[config.mk]
export PLATFORM = sky130hd
export DESIGN_NAME = cmd_arbiter
export DESIGN_NICKNAME = d
export VERILOG_FILES = /design/src/rtl/cmd_arbiter_pkg.sv /design/src/rtl/cmd_arbiter_fifo.sv /design/src/rtl/cmd_arbiter.sv
export SDC_FILE = /design/constraint.sdc
export NUM_CORES = 1
export LEC_CHECK = 0
export BUFFER_PORTS_ARGS = -buffer_cell sky130_fd_sc_hd__buf_2
export CAP_MARGIN = 25
export CORE_MARGIN = 2
export CORE_UTILIZATION = 43
export CTS_CLUSTER_DIAMETER = 150
export CTS_CLUSTER_SIZE = 40
export DETAILED_ROUTE_END_ITERATION = 16
export PLACE_DENSITY_LB_ADDON = 0.2
export SKIP_CTS_REPAIR_TIMING = 1
export SYNTH_ARGS = -nofsm -noshare
export SYNTH_HDL_FRONTEND = slang
export SYNTH_SLANG_ARGS = --single-unit
[constraint.sdc]
create_clock -name clk -period 3.35 [get_ports clk]
set_input_delay 0.67 -clock clk [delete_from_list [all_inputs] [get_ports clk]]
set_output_delay 0.67 -clock clk [all_outputs]
set_load 0.1 [all_outputs]
[src/rtl/cmd_arbiter_pkg.sv]
// Shared command codes and helpers for the command arbiter and the controllers it feeds.
package cmd_arbiter_pkg;

  localparam logic [7:0] CMD_MODE  = 8'h4D;
  localparam logic [7:0] CMD_TIME  = 8'h48;
  localparam logic [7:0] CMD_RUN   = 8'h52;
  localparam logic [7:0] CMD_CLEAR = 8'h43;
  localparam logic [7:0] CMD_NONE  = 8'h00;

  typedef enum logic {
    SrcUart = 1'b0,
    SrcBtn  = 1'b1
  } src_e;

  // Map a received byte to its upper-case command code; CMD_NONE for anything unknown.
  function automatic logic [7:0] uart_decode(input logic [7:0] b);
    logic [7:0] code;
    case (b)
      8'h4D, 8'h6D: code = CMD_MODE;
      8'h48, 8'h68: code = CMD_TIME;
      8'h52, 8'h72: code = CMD_RUN;
      8'h43, 8'h63: code = CMD_CLEAR;
      default:      code = CMD_NONE;
    endcase
    return code;
  endfunction

endpackage

[src/rtl/cmd_arbiter_fifo.sv]
// Synchronous DEPTH x WIDTH FIFO; a write while full is accepted when a read frees a slot.
module cmd_fifo #(
  parameter int unsigned DEPTH = 4,
  parameter int unsigned WIDTH = 8
) (
  input  logic             clk,
  input  logic             rst,
  input  logic             wr_en,
  input  logic [WIDTH-1:0] wr_data,
  input  logic             rd_en,
  output logic [WIDTH-1:0] rd_data,
  output logic             full,
  output logic             empty
);

  localparam int unsigned AW = $clog2(DEPTH);

  logic [WIDTH-1:0] mem_q [DEPTH];
  logic [AW-1:0]    wr_ptr_q, rd_ptr_q;
  logic [AW:0]      count_q;
  logic             do_rd, do_wr;

  // Qualify requests against the current occupancy.
  always_comb begin
    full    = (count_q == (AW + 1)'(DEPTH));
    empty   = (count_q == '0);
    do_rd   = rd_en && !empty;
    do_wr   = wr_en && (!full || do_rd);
    rd_data = mem_q[rd_ptr_q];
  end

  // Storage array; contents are don't-care until written, so no reset.
  always_ff @(posedge clk) begin
    if (do_wr) mem_q[wr_ptr_q] <= wr_data;
  end

  // Pointers and occupancy count.
  always_ff @(posedge clk or negedge rst) begin
    if (!rst) begin
      wr_ptr_q <= '0;
      rd_ptr_q <= '0;
      count_q  <= '0;
    end else begin
      if (do_wr) wr_ptr_q <= wr_ptr_q + 1'b1;
      if (do_rd) rd_ptr_q <= rd_ptr_q + 1'b1;
      case ({do_wr, do_rd})
        2'b10:   count_q <= count_q + 1'b1;
        2'b01:   count_q <= count_q - 1'b1;
        default: count_q <= count_q;
      endcase
    end
  end

endmodule

[src/rtl/cmd_arbiter.sv]
// Merges UART and button commands into one ordered, gap-limited command stream.
module cmd_arbiter
  import cmd_arbiter_pkg::*;
#(
  parameter int unsigned DEPTH   = 4,
  parameter int unsigned GAP_CYC = 8,
  parameter int unsigned CNT_W   = 8
) (
  input  logic             clk,
  input  logic             rst,
  input  logic [7:0]       rx_data,
  input  logic             rx_done,
  input  logic             btn_mode,
  input  logic             btn_time,
  input  logic             btn_run,
  input  logic             btn_clear,
  output logic [7:0]       out_data,
  output logic             out_valid,
  input  logic             out_ready,
  output logic             fifo_full,
  output logic [CNT_W-1:0] drop_cnt
);

  // +2 keeps the width non-zero when the gap is disabled.
  localparam int unsigned GapW = $clog2(GAP_CYC + 2);
  localparam logic [CNT_W+2:0] DropMax = {3'b000, {CNT_W{1'b1}}};

  logic [7:0]       uart_cmd, btn_cmd, uart_hold_q, btn_hold_q, fifo_wdata, fifo_rdata;
  logic             uart_evt, btn_evt, uart_full_q, btn_full_q;
  logic             grant_uart, grant_btn, can_write, pop, fifo_empty;
  logic             uart_drop, btn_drop;
  logic [2:0]       btn_hits, btn_losers, drop_inc;
  logic [CNT_W+2:0] drop_sum;
  logic [CNT_W-1:0] drop_cnt_q, drop_cnt_d;
  logic [GapW-1:0]  gap_cnt_q, gap_cnt_d;
  src_e             rr_q, rr_d;

  // Decode both sources; buttons resolve by fixed priority mode > time > run > clear.
  always_comb begin
    uart_cmd = uart_decode(rx_data);
    uart_evt = rx_done && (uart_cmd != CMD_NONE);
    btn_cmd  = CMD_NONE;
    if (btn_mode)       btn_cmd = CMD_MODE;
    else if (btn_time)  btn_cmd = CMD_TIME;
    else if (btn_run)   btn_cmd = CMD_RUN;
    else if (btn_clear) btn_cmd = CMD_CLEAR;
    btn_evt    = btn_mode || btn_time || btn_run || btn_clear;
    btn_hits   = {2'b00, btn_mode} + {2'b00, btn_time} + {2'b00, btn_run} + {2'b00, btn_clear};
    btn_losers = btn_evt ? (btn_hits - 3'd1) : 3'd0;
  end

  // Issue side: head is offered only once the gap has expired.
  always_comb begin
    out_valid = !fifo_empty && (gap_cnt_q == '0);
    out_data  = out_valid ? fifo_rdata : CMD_NONE;
    pop       = out_valid && out_ready;
    drop_cnt  = drop_cnt_q;
    gap_cnt_d = gap_cnt_q;
    if (pop)                   gap_cnt_d = GapW'(GAP_CYC);
    else if (gap_cnt_q != '0)  gap_cnt_d = gap_cnt_q - 1'b1;
  end

  // Round-robin grant into the FIFO; a same-cycle pop makes room for the write.
  always_comb begin
    can_write  = !fifo_full || pop;
    grant_uart = 1'b0;
    grant_btn  = 1'b0;
    if (can_write) begin
      if (uart_full_q && btn_full_q) begin
        grant_uart = (rr_q == SrcUart);
        grant_btn  = (rr_q == SrcBtn);
      end else begin
        grant_uart = uart_full_q;
        grant_btn  = btn_full_q;
      end
    end
    rr_d = rr_q;
    if (grant_uart)     rr_d = SrcBtn;
    else if (grant_btn) rr_d = SrcUart;
    fifo_wdata = grant_uart ? uart_hold_q : btn_hold_q;
  end

  // Drop accounting; a hold register emptied by a grant at this edge can take a new event.
  always_comb begin
    uart_drop = uart_evt && uart_full_q && !grant_uart;
    btn_drop  = btn_evt && btn_full_q && !grant_btn;
    drop_inc  = btn_losers + {2'b00, uart_drop} + {2'b00, btn_drop};
    drop_sum  = {3'b000, drop_cnt_q} + {{CNT_W{1'b0}}, drop_inc};
    drop_cnt_d = (drop_sum > DropMax) ? {CNT_W{1'b1}} : drop_sum[CNT_W-1:0];
  end

  // Hold registers, round-robin pointer, gap counter and drop counter.
  always_ff @(posedge clk or negedge rst) begin
    if (!rst) begin
      uart_full_q <= 1'b0;
      uart_hold_q <= CMD_NONE;
      btn_full_q  <= 1'b0;
      btn_hold_q  <= CMD_NONE;
      rr_q        <= SrcUart;
      gap_cnt_q   <= '0;
      drop_cnt_q  <= '0;
    end else begin
      if (uart_evt && (!uart_full_q || grant_uart)) begin
        uart_full_q <= 1'b1;
        uart_hold_q <= uart_cmd;
      end else if (grant_uart) begin
        uart_full_q <= 1'b0;
      end
      if (btn_evt && (!btn_full_q || grant_btn)) begin
        btn_full_q <= 1'b1;
        btn_hold_q <= btn_cmd;
      end else if (grant_btn) begin
        btn_full_q <= 1'b0;
      end
      rr_q       <= rr_d;
      gap_cnt_q  <= gap_cnt_d;
      drop_cnt_q <= drop_cnt_d;
    end
  end

  cmd_fifo #(
    .DEPTH (DEPTH),
    .WIDTH (8)
  ) u_fifo (
    .clk     (clk),
    .rst     (rst),
    .wr_en   (grant_uart || grant_btn),
    .wr_data (fifo_wdata),
    .rd_en   (pop),
    .rd_data (fifo_rdata),
    .full    (fifo_full),
    .empty   (fifo_empty)
  );

endmodule

==> out/results.tsv <==
stage	metric	value	unit
sta	Setup-failing EPs final	0	
cells_and_area	# diodes	0	
worst_setup_path	worst-path fanout max	4	
sta	FMAX	308	MHz
clock_network	Max Buffers Root-to-Sink	2	
sta	crit share post-route	96.9	%
synth	Syn. warnings	0	
routing	DR vias	1894	
worst_setup_path	worst path arrival time	3.47	ns
clock_network	CTS tree	done	
power_and_ir_drop	register share of total power	35.2	%
cells_and_area	Final #Nets	331	
sta	final hold vios	0	
sta	fin crit period	3.25	ns
grt	total track usage	16.3	%
power_and_ir_drop	Pwr Density	984	nW/µm²
clock_network	Clock Pin Slew Worst Setup and Hold Paths	0.07	ns
floorplanning	Die H	87.6	µm
routing	WL final	5.40	mm
worst_setup_path	most numerous cell on the critical path	fa_2	
power_and_ir_drop	Internal	2.03	mW
power_and_ir_drop	P_sw	1.56	mW
synth	Distinct cells, synth	57	
grt	largest net degree at the start of global routing	35	
sta	worst clock skew	0.00916	ns
worst_setup_path	Slowest cell on crit path	fa_2	
cells_and_area	most common cell after layout, fill and taps aside	dfrtp_1	
power_and_ir_drop	clock power share	17.6	%
cells_and_area	ratio of cells with drive above 1 in the final layout	35.0	%
grt	antenna violations before repair	0	
sta	Final WS setup	0.103	ns
sta	worst slew pin tran	0.884	ns
synth	Post-Synthesis Cells	238	
placement	Placer Congestion	0.828	
routing	antenna-violating nets left	0	
floorplanning	Core Area	6760	µm²
floorplanning	I/O pin total	34	
grt	global-route wire length before repair	9.23	mm
synth	sequential-to-total area share from yosys stat	52.4	%
routing	drc violations	0	
sta	hold slack	0.407	ns
sta	setup_tns	0	ns
power_and_ir_drop	VDD IR-drop max	668	µV
floorplanning	die area	7670	µm²
placement	IO buf count	30	
synth	area of the mapped netlist	3000	µm²
clock_network	CTS buffer count	9	
worst_hold_path	worst hold path type	input port to async pin	
clock_network	Root Buffer	clkbuf_8	
worst_setup_path	type of the worst setup path	input port to register	
power_and_ir_drop	leakage	1.60	nW
worst_setup_path	CP peak stage delay	0.42	ns
worst_setup_path	critical path endpoint category	register	
cells_and_area	most frequent cells in the layout	dfrtp_1 (34), buf_2 (30), buf_4 (24), edfxtp_1 (24), inv_1 (20)	
routing	Starting DRT DRC Count	59	
placement	Post-DP HPWL	4.02	mm
clock_network	Clock Latency Late Sink	0.34	ns
clock_network	CTS HTree Levels	3	
grt	vias in the first global route	1915	
run_status	status	finished clean	
worst_setup_path	crit path cell chain	buf_2 > or3b_4 > o22ai_2 > nand3_1 > or2_1 > fa_2 > inv_1 > ha_2 > inv_2 > fa_2 > nor2b_4 > or2_4 > nand4_1 > mux2_4	
synth	FFs w/ async S/R, synth	58.6	%
floorplanning	site row count	30	
job	max_cap viols	0	
worst_setup_path	startpoint types	input port	
synth	synthesized area per cell	12.6	µm²
power_and_ir_drop	Switching Share	43.5	%
placement	pre-CTS WS	-0.371	ns
synth	post-synthesis register bit count	58	
synth	number of synthesized flops with an enable pin	24	
sta	Slew Viols, Final	0	
grt	total congestion overflow	0	
routing	vias per cell	4.95	
floorplanning	Die Span X	87.6	µm
clock_network	clk sinks	58	
worst_setup_path	WP data required	3.58	ns
routing	Avg WL per Cell	14.1	µm
sta	Slew headroom	40.6	%
power_and_ir_drop	combinational power share	47.3	%
synth	commonest register cell after synthesis	dfrtp_1	
cells_and_area	area growth from synthesis to final layout	21.7	%
floorplanning	initial core utilization	44.4	%
routing	TritonRoute pass-1 iters	6	
## through the flow
stage / utilization [%] / cells / power (mW) / area (µm²)
after CTS: 53.5 / 380 / 3.59 / 3610
final: 54.1 / 383 / 3.59 / 3650
after global routing: 54.1 / 383 / 3.83 / 3650
after floorplan: - / 239 / 2.59 / 3050
after global placement: 50.7 / 364 / 2.91 / 3420
after detailed placement: 50.7 / 364 / 2.95 / 3420
## power groups by stage
stage	Combinational, mW	Sequential, mW	Clock [mW]
final	1.70	1.26	0.631
after CTS	1.68	1.27	0.643
after floorplan	1.04	1.56	0
after global placement	1.64	1.27	0
after global routing	1.85	1.31	0.672
after detailed placement	1.67	1.29	0
## cells in the mapped netlist, drive strengths merged (6+ instances only)
cell    instances  share of area (%)
nor2b           8                1.7
dfrtp          34                 28
nand2          14                1.8
o21ai           7                1.2
xnor2           8                2.3
inv            24                3.0
mux4            6                4.5
nor2           10                1.3
mux2           11                4.5
edfxtp         24                 24
ha             13                5.4
a21oi           6                1.0
## final timing paths
path / to / slack, ns / start / depth (start not counted)
min: btn_hold_q[0] / 0.41 / rst / 1
max in group asynchronous: uart_hold_q[6] / 2.45 / rst / 1
min reg2reg: uart_hold_q[6] / 0.47 / uart_hold_q[6] / 1
max reg2reg: drop_cnt[6] / 0.17 / gap_cnt_q[1] / 15
max: drop_cnt[6] / 0.10 / rx_data[1] / 14
min in group clk: uart_hold_q[6] / 0.47 / uart_hold_q[6] / 1
## metal layers
| metal | vias up | track usage [%] | wire length [µm] |
|---|---|---|---|
| met2 | 34 | 24.7 | 2580 |
| met4 | 0 | 8.39 | 106 |
| met1 | 898 | 22.1 | 2540 |
| li1 | 952 | - | - |
| met5 | - | 0 | 0 |
| met3 | 10 | 3.77 | 184 |
## sequential cells by signal (all words and copies together) (netlist names)
| register | cells |
|---|---|
| drop_cnt | 8 |
| u_fifo.count_q | 3 |
| gap_cnt_q | 4 |
| uart_full_q | 1 |
| u_fifo.mem_q | 24 |
| btn_hold_q | 6 |
| btn_full_q | 1 |
| u_fifo.rd_ptr_q | 2 |
| u_fifo.wr_ptr_q | 2 |
| uart_hold_q | 6 |
| rr_q | 1 |
## layout make-up
| class | count | area (µm²) |
|---|---|---|
| repair buffers | 54 | 330 |
| inverters | 24 | 90.1 |
| clock buffers | 13 | 149 |
| well taps | 80 | 100 |
| clock inverters | 3 | 40.0 |
| flip-flops and latches | 58 | 1570 |
| multi-input cells | 151 | 1370 |
| fillers | 609 | 3100 |
## worst max-delay path: cells and delay by family
family | cells | cell delay [ns]
fa+ha+maj | 3 | 0.96
buf+inv | 3 | 0.22
simple gates | 6 | 1.15
compound gates | 1 | 0.16
mux | 1 | 0.31
## kinds of logic after synthesis
family / synth area share, %
AOI/OAI and AO/OA: 7.92
xor gates and xnor gates: 3.79
adders and majority gates: 8.09
buffers and inverters: 4.08
DFF: 52.4
muxes: 9.00
other: 0.125
and+or+nand+nor: 14.6
Note: power is estimated with default switching activity, not from simulation.
